===== src/rtl/div_pkg.sv =====
// Shared types and constants for the parametrised sequential restoring divider.
package div_pkg;

  localparam int unsigned DIV_W_DEFAULT = 32;

  typedef enum logic [1:0] {
    StIdle,
    StCalc,
    StFix,
    StDone
  } div_state_e;

  // Most-negative signed value of width w; dividing it by -1 overflows.
  function automatic logic [63:0] ovf_operand(input int unsigned w);
    logic [63:0] v;
    v = 64'd1 << (w - 1);
    return v;
  endfunction

endpackage


===== src/rtl/div_step.sv =====
// One combinational restoring-division iteration: shift {rem,quo} left, trial-subtract divisor.
module div_step #(
  parameter int unsigned W = 32
) (
  input  logic [W-1:0] i_rem,
  input  logic [W-1:0] i_quo,
  input  logic [W-1:0] i_dvs,
  output logic [W-1:0] o_rem,
  output logic [W-1:0] o_quo
);

  // One extra bit: the shifted partial remainder can exceed W bits for large unsigned divisors.
  logic [W:0] w_shift;
  logic       w_fits;

  assign w_shift = {i_rem, i_quo[W-1]};
  assign w_fits  = (w_shift >= {1'b0, i_dvs});

  always_comb begin
    o_rem = w_shift[W-1:0];
    o_quo = {i_quo[W-2:0], 1'b0};
    if (w_fits) begin
      o_rem = W'(w_shift - {1'b0, i_dvs});
      o_quo = {i_quo[W-2:0], 1'b1};
    end
  end

endmodule


===== src/rtl/div_seq_param.sv =====
// Multi-cycle signed/unsigned restoring divider with start/busy/done handshake.
// Define DIV_ZERO_FAST_EN to finish zero-divisor requests straight from IDLE.
module div_seq_param
  import div_pkg::*;
#(
  parameter int unsigned W     = DIV_W_DEFAULT,
  parameter int unsigned CNT_W = $clog2(W + 1)
) (
  input  logic           clk,
  input  logic           rst,
  input  logic           start,
  input  logic           sign_mode,
  input  logic [W-1:0]   dividend,
  input  logic [W-1:0]   divisor,
  output logic           busy,
  output logic           done,
  output logic [W-1:0]   quotient,
  output logic [W-1:0]   remainder,
  output logic [2*W-1:0] result,
  output logic           div_zero,
  output logic           ovf
);

  div_state_e   r_state, w_state_d;
  logic [CNT_W-1:0] r_cnt, w_cnt_d;
  logic [W-1:0] r_rem, w_rem_d, r_quo, w_quo_d, r_dvs, w_dvs_d, r_dvd, w_dvd_d;
  logic         r_neg_q, w_neg_q_d, r_neg_r, w_neg_r_d, r_dz, w_dz_d, r_ov, w_ov_d;
  logic [W-1:0] r_quotient, w_quotient_d, r_remainder, w_remainder_d;
  logic         r_div_zero, w_div_zero_d, r_ovf, w_ovf_d;

  logic         w_dvd_neg, w_dvs_neg, w_dz_in, w_ovf_in;
  logic [W-1:0] w_dvd_mag, w_dvs_mag, w_step_rem, w_step_quo;

  assign w_dvd_neg = sign_mode & dividend[W-1];
  assign w_dvs_neg = sign_mode & divisor[W-1];
  assign w_dvd_mag = w_dvd_neg ? -dividend : dividend;
  assign w_dvs_mag = w_dvs_neg ? -divisor : divisor;
  assign w_dz_in   = (divisor == '0);
  assign w_ovf_in  = sign_mode & (64'(dividend) == ovf_operand(W)) & (&divisor);

  div_step #(
    .W (W)
  ) u_step (
    .i_rem (r_rem),
    .i_quo (r_quo),
    .i_dvs (r_dvs),
    .o_rem (w_step_rem),
    .o_quo (w_step_quo)
  );

  always_comb begin
    w_state_d     = r_state;
    w_cnt_d       = r_cnt;
    w_rem_d       = r_rem;
    w_quo_d       = r_quo;
    w_dvs_d       = r_dvs;
    w_dvd_d       = r_dvd;
    w_neg_q_d     = r_neg_q;
    w_neg_r_d     = r_neg_r;
    w_dz_d        = r_dz;
    w_ov_d        = r_ov;
    w_quotient_d  = r_quotient;
    w_remainder_d = r_remainder;
    w_div_zero_d  = r_div_zero;
    w_ovf_d       = r_ovf;
    case (r_state)
      StIdle: begin
        if (start) begin
          w_rem_d   = '0;
          w_quo_d   = w_dvd_mag;
          w_dvs_d   = w_dvs_mag;
          w_dvd_d   = dividend;
          w_neg_q_d = w_dvd_neg ^ w_dvs_neg;
          w_neg_r_d = w_dvd_neg;
          w_dz_d    = w_dz_in;
          w_ov_d    = w_ovf_in;
          w_cnt_d   = CNT_W'(W);
          w_state_d = StCalc;
`ifdef DIV_ZERO_FAST_EN
          if (w_dz_in) begin
            w_quotient_d  = '1;
            w_remainder_d = dividend;
            w_div_zero_d  = 1'b1;
            w_ovf_d       = 1'b0;
            w_state_d     = StDone;
          end
`endif
        end
      end
      StCalc: begin
        if (r_cnt != '0) begin
          w_rem_d = w_step_rem;
          w_quo_d = w_step_quo;
          w_cnt_d = r_cnt - CNT_W'(1);
        end else begin
          w_state_d = StFix;
        end
      end
      StFix: begin
        // A zero divisor reports the raw dividend; the sign correction would corrupt it.
        if (r_dz) begin
          w_quotient_d  = '1;
          w_remainder_d = r_dvd;
        end else begin
          w_quotient_d  = r_neg_q ? -r_quo : r_quo;
          w_remainder_d = r_neg_r ? -r_rem : r_rem;
        end
        w_div_zero_d = r_dz;
        w_ovf_d      = r_ov;
        w_state_d    = StDone;
      end
      StDone:  w_state_d = StIdle;
      default: w_state_d = StIdle;
    endcase
  end

  always_ff @(posedge clk or posedge rst) begin
    if (rst) begin
      r_state     <= StIdle;
      r_cnt       <= '0;
      r_rem       <= '0;
      r_quo       <= '0;
      r_dvs       <= '0;
      r_dvd       <= '0;
      r_neg_q     <= 1'b0;
      r_neg_r     <= 1'b0;
      r_dz        <= 1'b0;
      r_ov        <= 1'b0;
      r_quotient  <= '0;
      r_remainder <= '0;
      r_div_zero  <= 1'b0;
      r_ovf       <= 1'b0;
    end else begin
      r_state     <= w_state_d;
      r_cnt       <= w_cnt_d;
      r_rem       <= w_rem_d;
      r_quo       <= w_quo_d;
      r_dvs       <= w_dvs_d;
      r_dvd       <= w_dvd_d;
      r_neg_q     <= w_neg_q_d;
      r_neg_r     <= w_neg_r_d;
      r_dz        <= w_dz_d;
      r_ov        <= w_ov_d;
      r_quotient  <= w_quotient_d;
      r_remainder <= w_remainder_d;
      r_div_zero  <= w_div_zero_d;
      r_ovf       <= w_ovf_d;
    end
  end

  assign busy      = (r_state == StCalc) || (r_state == StFix);
  assign done      = (r_state == StDone);
  assign quotient  = r_quotient;
  assign remainder = r_remainder;
  assign result    = {r_remainder, r_quotient};
  assign div_zero  = r_div_zero;
  assign ovf       = r_ovf;

endmodule


===== config.mk =====
export PLATFORM = sky130hd
export DESIGN_NAME = div_seq_param
export DESIGN_NICKNAME = d
export VERILOG_FILES = /design/src/rtl/div_pkg.sv /design/src/rtl/div_step.sv /design/src/rtl/div_seq_param.sv
export SDC_FILE = /design/constraint.sdc
export NUM_CORES = 1
export LEC_CHECK = 0
export BUFFER_PORTS_ARGS = -buffer_cell sky130_fd_sc_hd__buf_2
export CAP_MARGIN = 40
export CORE_AREA = 8 8 201 146
export DETAILED_ROUTE_END_ITERATION = 10
export DIE_AREA = 0 0 209 154
export PLACE_DENSITY = 0.83
export SLEW_MARGIN = 0
export SYNTH_ARGS = -nofsm -noshare
export SYNTH_HDL_FRONTEND = slang
export SYNTH_SLANG_ARGS = --single-unit

===== constraint.sdc =====
create_clock -name clk -period 5.8 [get_ports clk]
set_input_delay 0.58 -clock clk [delete_from_list [all_inputs] [get_ports clk]]
set_output_delay 0.58 -clock clk [all_outputs]
set_load 0.02 [all_outputs]

After elaboration in Yosys (flattened, before gate mapping). Cells that the tools add are included.

Memories kept: 0. Latch bits: 0. Memory bits (writable): 0. Register bits: 206. Input bits: 68. Logic and storage cells: 62. ROM bits: 0.

Shift operators: 0. Multipliers: 0. Magnitude comparators: 1. Muxes and demuxes: 20. Add/sub/neg operators: 6. Eq/ne operators: 7. Div/mod/pow operators: 0. Reduce and logical (&&, ||, !) cells: 9. Bitwise logic cells: 5.

Operators with widths (count): $mux 32 (11); $neg 32->32 (4); $pmux 32 s2 (2); $ge 33x32->1 (1); $eq 32x32->1 const B (1); $logic_not 32->1 (1); $reduce_and 32->1 (1); $sub 32x32->32 (1); $mux 6 (2); $pmux 6 s2 (1); $pmux 2 s4 (1); $ne 2x2->1 const B (3); $reduce_bool 6->1 (1); $sub 6x1->6 const B (1); $and 1x1->1 (4); $eq 2x2->1 const B (2); $mux 2 (2); $reduce_and 2->1 (2); $reduce_and 3->1 (1); $eq 2x1->1 const B (1); $logic_not 2->1 (1); $reduce_bool 2->1 (1); $logic_or 1x1->1 (1); $mux 1 (1); $xor 1x1->1 (1).

Logic depth before layout (Yosys ltp). Gate-level depths: netlist of the first run.

Depth after elaboration: 4. Depth in mapped cells: 13. Mapped depth without buffers: 12.

By module. A second synthesis of the first run with hierarchy kept.

Cell total of the unflattened synthesis: 1733. Area, all modules: 14749.1 um^2.

Modules (own cells, without submodules): div_seq_param (area each 12177.9 um^2, sequential area each 5154.9 um^2, cells each 1378, instances 1); div_step (area each 2571.2 um^2, sequential area each 0.0 um^2, cells each 355, instances 1).

Worst setup path before layout of the first run. Ideal clock, no wire load.

Path kind: reg2reg. From: register r_rem[3]. To: register r_rem[17]. Required time: 5.704 ns. Setup time: 0.096 ns. Buffers on the path: 2. Data arrival time: 3.095 ns. Slack: 2.609 ns. Stages on the path, launching flop included: 12. Path through: dfrtp_1 ha_1 a21o_1 a31oi_1 a21boi_0 a221oi_1 o211a_1 o21ba_2 clkbuf_1 clkbuf_1 a32oi_1 o31ai_1.

Word-level cells in the longest chain between the ends: 4. Elaborated cells between the ends (all ways): 5. Classes of those cells: add/sub: 1; order compare: 1; mux: 3.

Ends and longest elaborated chain: start, declared (line div_seq_param.sv:26) `logic [W-1:0] r_rem, w_rem_d, r_quo, w_quo_d, r_dvs, w_dvs_d, r_dvd, w_dvd_d;`; start signal, assigned (line div_seq_param.sv:136) `r_rem <= w_rem_d;`; $sub 32x32->32 or $ge 33x32->1 (tied branches) (line div_step.sv:23, div_step.sv:17); $mux 32 * (line div_step.sv:22) `if (w_fits) begin`; $mux 32 * (line div_seq_param.sv:91) `if (r_cnt != '0) begin`; $pmux 32 s2 * (line div_seq_param.sv:66) `case (r_state)`.

Mark *: on every way between the ends. The rest lies on a longest branch, timed or not. The select of a mux whose other input is x is not followed. A chain may end at the register's enable or synchronous reset.

Final worst setup path of the first run.
From: register r_quo[0]. To: register r_quotient[31], in the netlist quotient[31].

Word-level cells in the longest chain between the ends: 3.

Ends and longest elaborated chain: start, declared (line div_seq_param.sv:26); start signal, assigned (line div_seq_param.sv:137) `r_quo <= w_quo_d;`; $neg 32->32 (line div_seq_param.sv:105) `w_quotient_d = r_neg_q ? -r_quo : r_quo;`; $mux 32 (line div_seq_param.sv:105); $mux 32 (line div_seq_param.sv:101) `if (r_dz) begin`; end signal, assigned (line div_seq_param.sv:144) `r_quotient <= w_quotient_d;`; end, declared (line div_seq_param.sv:28) `logic [W-1:0] r_quotient, w_quotient_d, r_remainder, w_remainder_d;`.

Every way passes these cells.

==> out/metrics.csv, run 1 <==
metric,value,unit
post-route cell area,0.0151,mm2
critical path type,reg2reg,
Num CTS Buffers,23,
Post-Syn Area,0.0134,mm2
Most used DFF post-synth,dfrtp_1,
Synth Register Bits,206,
post-CTS sizing,0,
max-slew violations,0,
Post-layout nets,1733,
routed via count,11880,
IO buf count,199,
Die H,154,um
met1 Resource Use GR,31.3,%
"Cell Chain, Critical Path",or4_1 -> or4_1 -> or4_4 -> o31ai_1 -> nand2_1 -> xnor2_1 -> nor2_1 -> a21oi_1,
Worst setup EP type,register,
Core Rows,50,
DRC Markers,0,
CP required,6.24,ns
Clock transition at path regs,0.06,ns
global placement routability congestion,0.936,
syn nets,1639,
pin count of the biggest net entering global routing,151,
area grow syn2layout,12.3,%
CP Max Fanout,6,
"IR drop worst, VDD",0.355,mV
die area,0.0322,mm2
CTS Buffer Depth,3,
combinational share of power,48.9,%
crit path DAT,4.11,ns
Critical-path top delay cell,or4_1,
Yosys top cell by area,dfrtp_1,
Routed Antenna Nets,0,
WHS,0.311,ns
Post-Syn Area per Cell,8.78,um2
I/O pins,200,
grt met3 use,5.28,%
chip width,209,um
CP dominant cell by count,or4_1,
compound-gate portion of the synthesized area,18.4,%
"count leader, synth",dfrtp_1,
number of synthesized flops with an enable pin,0,
vias in the first global route,11522,
clk root buf,clkbuf_16,
routed len/inst,19.4,um
setup violators final,0,
ys async rst share,100,%
status,"complete, no violations",
hold crit path type,in2async,
Leak Pwr,6.56,nW
largest family of logic cells by synthesized area,compound AO/OA/AOI/OAI gates,
core area,0.0262,mm2
XOR/XNOR Fraction of Synth Area,9.80,%
Synth Warn #,0,
CTS hold repair buffers,0,
CTS HTree Levels,1,
Peak Freq,0.272,GHz
Overflow after GRT,0,
max-cap violations,0,
# clock sinks,206,
first-pass GRT wire length,61.5,mm
internal power,4.20,mW
adder-cell share of the synthesized area,4.26,%
multiplexer share of the synthesized area,5.76,%
Yosys top cell area share,38.5,%
cell count after synthesis,1526,
Final Hold Fails,0,
Initial Util,51.2,%
GR peak layer,met2,
Sw Share,44.3,%
NetSw,3.33,mW
DR iter-0 viols,1188,
clock network fraction of design power,20.7,%
top post-synthesis cells by area,"dfrtp_1, o21ai_0, xor2_1, xnor2_1, nand2_1",
Simple-Gate Fraction of Synth Area,15.8,%
part of the cycle the worst path needs,63.3,%
Total Wirelength,38.4,mm
worst skew pair latency,0.52,ns
startpoint types,register,
"Largest stage delay, worst path",0.64,ns
layout cells sized above 1,20.2,%
Synth cell types,66,
min Tclk post-route,3.67,ns
"Cell Area, Placed",0.0142,mm2
pwr/cell area,500,mW/mm2
gr usage total,22.9,%
initial antenna violation count,4,
RSZ-0062 raised after global routing,false,
postcts setup bufs,0,
sequential power share,30.4,%
Worst Tran Pin Value,0.976,ns
Slew Limit Headroom,34.3,%
drt pass-1 iters,8,
HPWL Detailed,28.0,mm
vias per cell,6.01,
post-synthesis sequential area ratio,38.5,%
skew final,0.0162,ns
met2 Track Usage GR,36.3,%
synth cell count leaders,"dfrtp_1, o21ai_0, nand2_1",
CTS tree,done,
Setup TNS Final,0,ns
[cell type report]
class | instances | area (um2)
sequential | 206 | 5150
clock buffer | 34 | 687
inverter | 56 | 214
multi-input combinational | 1118 | 7270
fill | 2271 | 11100
tap | 338 | 423
antenna | 1 | 2.50
clock inverter | 8 | 123
timing repair buffer | 215 | 1180
[metal layers]
| layer | vias to the layer above | share of wire [%] | wire length, um |
|---|---|---|---|
| met5 | - | 0.081 | 31 |
| met2 | 493 | 45 | 17400 |
| li1 | 5518 | - | - |
| met3 | 68 | 8.1 | 3120 |
| met4 | 6 | 2.3 | 893 |
| met1 | 5795 | 44 | 17000 |
[layout by cell type (no fill, tap or decap), drive strengths merged, types with 15 or more instances in the layout]
cell	count
a21oi	111
buf	214
clkbuf	34
dfrtp	206
ha	44
inv	56
mux2	51
mux2i	19
nand2	156
nand3	36
nand4	18
nor2	111
nor2b	19
nor3	19
nor4	15
o21ai	162
o31ai	35
or3	18
or4	15
xnor2	67
xor2	83
[power by group through the flow]
| stage | Combinational [mW] | Clock, mW | Sequential, mW |
|---|---|---|---|
| 2_1_floorplan | 2.65 | 0 | 2.37 |
| 3_3_place_gp | 3.52 | 0 | 2.28 |
| 3_5_place_dp | 3.60 | 0 | 2.30 |
| 4_1_cts | 3.63 | 1.58 | 2.28 |
| 5_1_grt | 4.02 | 1.63 | 2.34 |
| 6_report | 3.68 | 1.56 | 2.29 |
[sequential cells by signal, indices dropped and copies added, names as in the netlist, 2 cells and up]
register and count:
r_dvs 32, r_rem 32, quotient 32, r_quo 32
r_dvd 32, r_state 2, r_cnt 6, remainder 32
[critical path: cells and delay by family (launching register included)]
kind	cells	cell delay, ns
AO/OA/AOI/OAI	2	0.60
XOR/XNOR	1	0.41
AND/OR/NAND/NOR	5	2.12
flip-flops	1	0.46
[per-stage QoR]
| stage | total power [mW] | std cells | utilization [%] | worst slack [ns] |
|---|---|---|---|---|
| 2_1_floorplan | 5.01 | 1526 | - | 2.55 |
| 3_3_place_gp | 5.80 | 1928 | 54.1 | 1.85 |
| 3_5_place_dp | 5.90 | 1932 | 54.3 | 2.23 |
| 4_1_cts | 7.49 | 1974 | 57.4 | 2.19 |
| 5_1_grt | 7.99 | 1976 | 57.6 | 1.93 |
| 6_report | 7.53 | 1976 | 57.6 | 2.13 |
[cell families (layout without fill, tap and decap cells)]
logic type | count (synthesis) | after routing
mux | 70 | 70
fa+ha+maj | 45 | 45
flops | 206 | 206
buf+inv | 202 | 313
xor+xnor | 150 | 150
compound gates | 406 | 406
other cells | 0 | 1
simple gates | 447 | 447
[worst paths after layout]
kind / endpoint / slack, ns / startpoint / cells after the start
hold reg to reg: r_dvs[31] / 0.48 / r_dvs[31] / 2
max in group asynchronous: r_rem[15] / 4.16 / rst / 4
hold / removal: r_dvd[22] / 0.31 / rst / 3
setup reg to reg: quotient[31] / 2.13 / r_quo[0] / 8
setup / recovery: quotient[31] / 2.13 / r_quo[0] / 8
min in group clk: r_dvd[5] / 0.33 / dividend[5] / 2
(Power assumes the default switching activity.)
==> inputs of run 2 (changes only) <==
Settings changed: PLACE_DENSITY 0.83 to 0.8.
Clock period 5.8 ns to 3.7 ns, I/O delays scaled along.
==> out/metrics.csv, run 2 (synthesis results as in run 1) <==
metric,value,unit,change
status,"complete, no violations",,unchanged
critical path type,reg2reg,,unchanged
"delay-heaviest family, CP",simple AND/OR/NAND/NOR gates,,unchanged
part of the cycle the worst path needs,91.4,%,was 63.3%
WHS,0.00780,ns,was 0.311 ns
Worst Tran Pin Value,0.969,ns,was 0.976 ns
multi-input logic area,0.00727,mm2,unchanged
Leak Pwr,6.59,nW,was 6.56 nW
Worst setup EP type,register,,unchanged
setup ws final,0.320,ns,was 2.13 ns
pwr/cell area,772,mW/mm2,was 500 mW/mm2
WL met3,2.72,mm,was 3.12 mm
Post-layout nets,1748,,was 1733
initial antenna violation count,4,,unchanged
IO buf count,199,,unchanged
CTS HTree Levels,1,,unchanged
Routed Antenna Nets,0,,unchanged
worst skew pair latency,0.51,ns,was 0.52 ns
clock network fraction of design power,19.4,%,was 20.7%
postcts setup bufs,0,,unchanged
"Largest stage delay, worst path",0.61,ns,was 0.64 ns
Die H,154,um,unchanged
internal power,6.51,mW,was 4.20 mW
skew final,0.0117,ns,was 0.0162 ns
# clock sinks,206,,unchanged
origin of the critical flop-to-flop path,r_quo[0],,unchanged
"commonest non-fill, non-tap cells in the layout","dfrtp_1, buf_2, o21ai_0",,unchanged
routed len/inst,19.2,um,was 19.4 um
max-cap violations,0,,unchanged
clk root buf,clkbuf_16,,unchanged
M1 WL,17.4,mm,was 17.0 mm
Util after Layout,57.8,%,was 57.6%
area grow syn2layout,12.8,%,was 12.3%
DR iter-0 viols,1256,,was 1188
Num CTS Buffers,22,,was 23
worst path bufs/invs,1,,was 0
Peak Freq,0.296,GHz,was 0.272 GHz
Reg area,0.00515,mm2,unchanged
crit path DAT,3.81,ns,was 4.11 ns
"Cell Chain, Critical Path",inv_1 -> ha_1 -> or3b_2 -> or4_1 -> or4_1 -> or2_2 -> o41ai_2 -> xnor2_1 -> nor2_1 -> a21oi_1,,was or4_1 -> or4_1 -> or4_4 -> o31ai_1 -> nand2_1 -> xnor2_1 -> nor2_1 -> a21oi_1
Initial Util,51.2,%,unchanged
"IR drop worst, VDD",0.484,mV,was 0.355 mV
CP Max Fanout,6,,unchanged
Critical-path top delay cell,or4_1,,unchanged
vias in the first global route,11579,,was 11522
core area,0.0262,mm2,unchanged
vias per cell,5.94,,was 6.01
R2R setup slack,0.32,ns,was 2.13 ns
RSZ-0062 raised after global routing,false,,unchanged
WP depth,10,,was 8
Clock transition at path regs,0.06,ns,about the same
Sw Share,44.2,%,was 44.3%
routed via count,11815,,was 11880
combinational share of power,49.9,%,was 48.9%
sequential power share,30.6,%,was 30.4%
DRC Markers,0,,unchanged
hold crit path type,in2async,,unchanged
layout cells sized above 1,20.7,%,was 20.2%
global placement routability congestion,0.960,,was 0.936
min Tclk post-route,3.38,ns,was 3.67 ns
uppermost layer routed,met5,,unchanged
die area,0.0322,mm2,unchanged
chip width,209,um,unchanged
Core Rows,50,,unchanged
CTS hold repair buffers,0,,unchanged
startpoint types,register,,unchanged
first-pass GRT wire length,61.6,mm,was 61.5 mm
Slew Limit Headroom,34.9,%,was 34.3%
FF-to-FF End,quotient[26],,was quotient[31]
pre-CTS setup slack,0.370,ns,was 2.23 ns
I/O pins,200,,unchanged
NetSw,5.16,mW,was 3.33 mW
max-slew violations,0,,unchanged
gr usage total,22.8,%,was 22.9%
drt pass-1 iters,5,,was 8
Final Hold Fails,0,,unchanged
Setup TNS Final,0,ns,unchanged
CTS Buffer Depth,3,,unchanged
HPWL Detailed,28.5,mm,was 28.0 mm
fillers,2296,,was 2271
Total Wirelength,38.1,mm,was 38.4 mm
met2 WL,17.1,mm,was 17.4 mm
CTS tree,done,,unchanged
post-CTS sizing,0,,unchanged
CP dominant cell by count,or4_1,,unchanged
worst r2r path cells,10,,was 8
CP required,4.13,ns,was 6.24 ns
"commonest non-fill, non-tap cell in the layout",dfrtp_1,,unchanged
Overflow after GRT,0,,unchanged
pin count of the biggest net entering global routing,98,,was 151
setup violators final,0,,unchanged
run 2: worst reg2reg max path: stages (launching register included):
cell	delay (ns)
dfrtp_1	0.44
inv_1	0.09
ha_1	0.16
or3b_2	0.48
or4_1	0.55
or4_1	0.61
or2_2	0.36
o41ai_2	0.27
xnor2_1	0.16
nor2_1	0.05
a21oi_1	0.15
run 2: area by class of cell:
class,instances,share of cell area (%)
Antenna cell,3,0.0497
Timing Repair Buffer,231,8.64
Clock buffer,32,4.36
Multi-Input combinational cell,1118,48.1
Tap cell,338,2.80
Sequential cell,206,34.1
Inverter,56,1.42
Clock inverter,5,0.497
run 2: metrics by stage:
stage	cell area [um2]	power, mW	cells
2_1_floorplan	13400	7.86	1526
3_3_place_gp	14300	9.20	1946
3_5_place_dp	14300	9.31	1948
4_1_cts	15100	11.6	1985
5_1_grt	15100	12.4	1988
6_report	15100	11.7	1989
run 2: power by group through the flow:
stage | Combinational [mW] | Sequential, mW | Clock, mW
after detailed placement | 5.72 | 3.59 | 0
after global routing | 6.38 | 3.65 | 2.39
after CTS | 5.76 | 3.56 | 2.30
final | 5.83 | 3.57 | 2.27
after global placement | 5.64 | 3.56 | 0
after floorplan | 4.15 | 3.71 | 0
run 2: routing by layer:
layer	GRT usage, %	vias to the layer above
li1	-	5546
met1	32.3	5756
met2	35.6	445
met3	4.20	66
met4	5.79	2
met5	0	-
run 2: how the worst max path moves through the flow:
| stage | start | slack [ns] | endpoint |
|---|---|---|---|
| 6_report | r_quo[0] | 0.32 | quotient[26] |
| 5_1_grt | r_quo[0] | 0.10 | quotient[28] |
| 4_1_cts | r_quo[0] | 0.33 | quotient[26] |
| 3_5_place_dp | r_quo[0] | 0.37 | quotient[26] |
| 3_3_place_gp | r_quo[0] | 0.45 | quotient[26] |
| 2_1_floorplan | r_rem[3] | 0.51 | r_rem[17] |
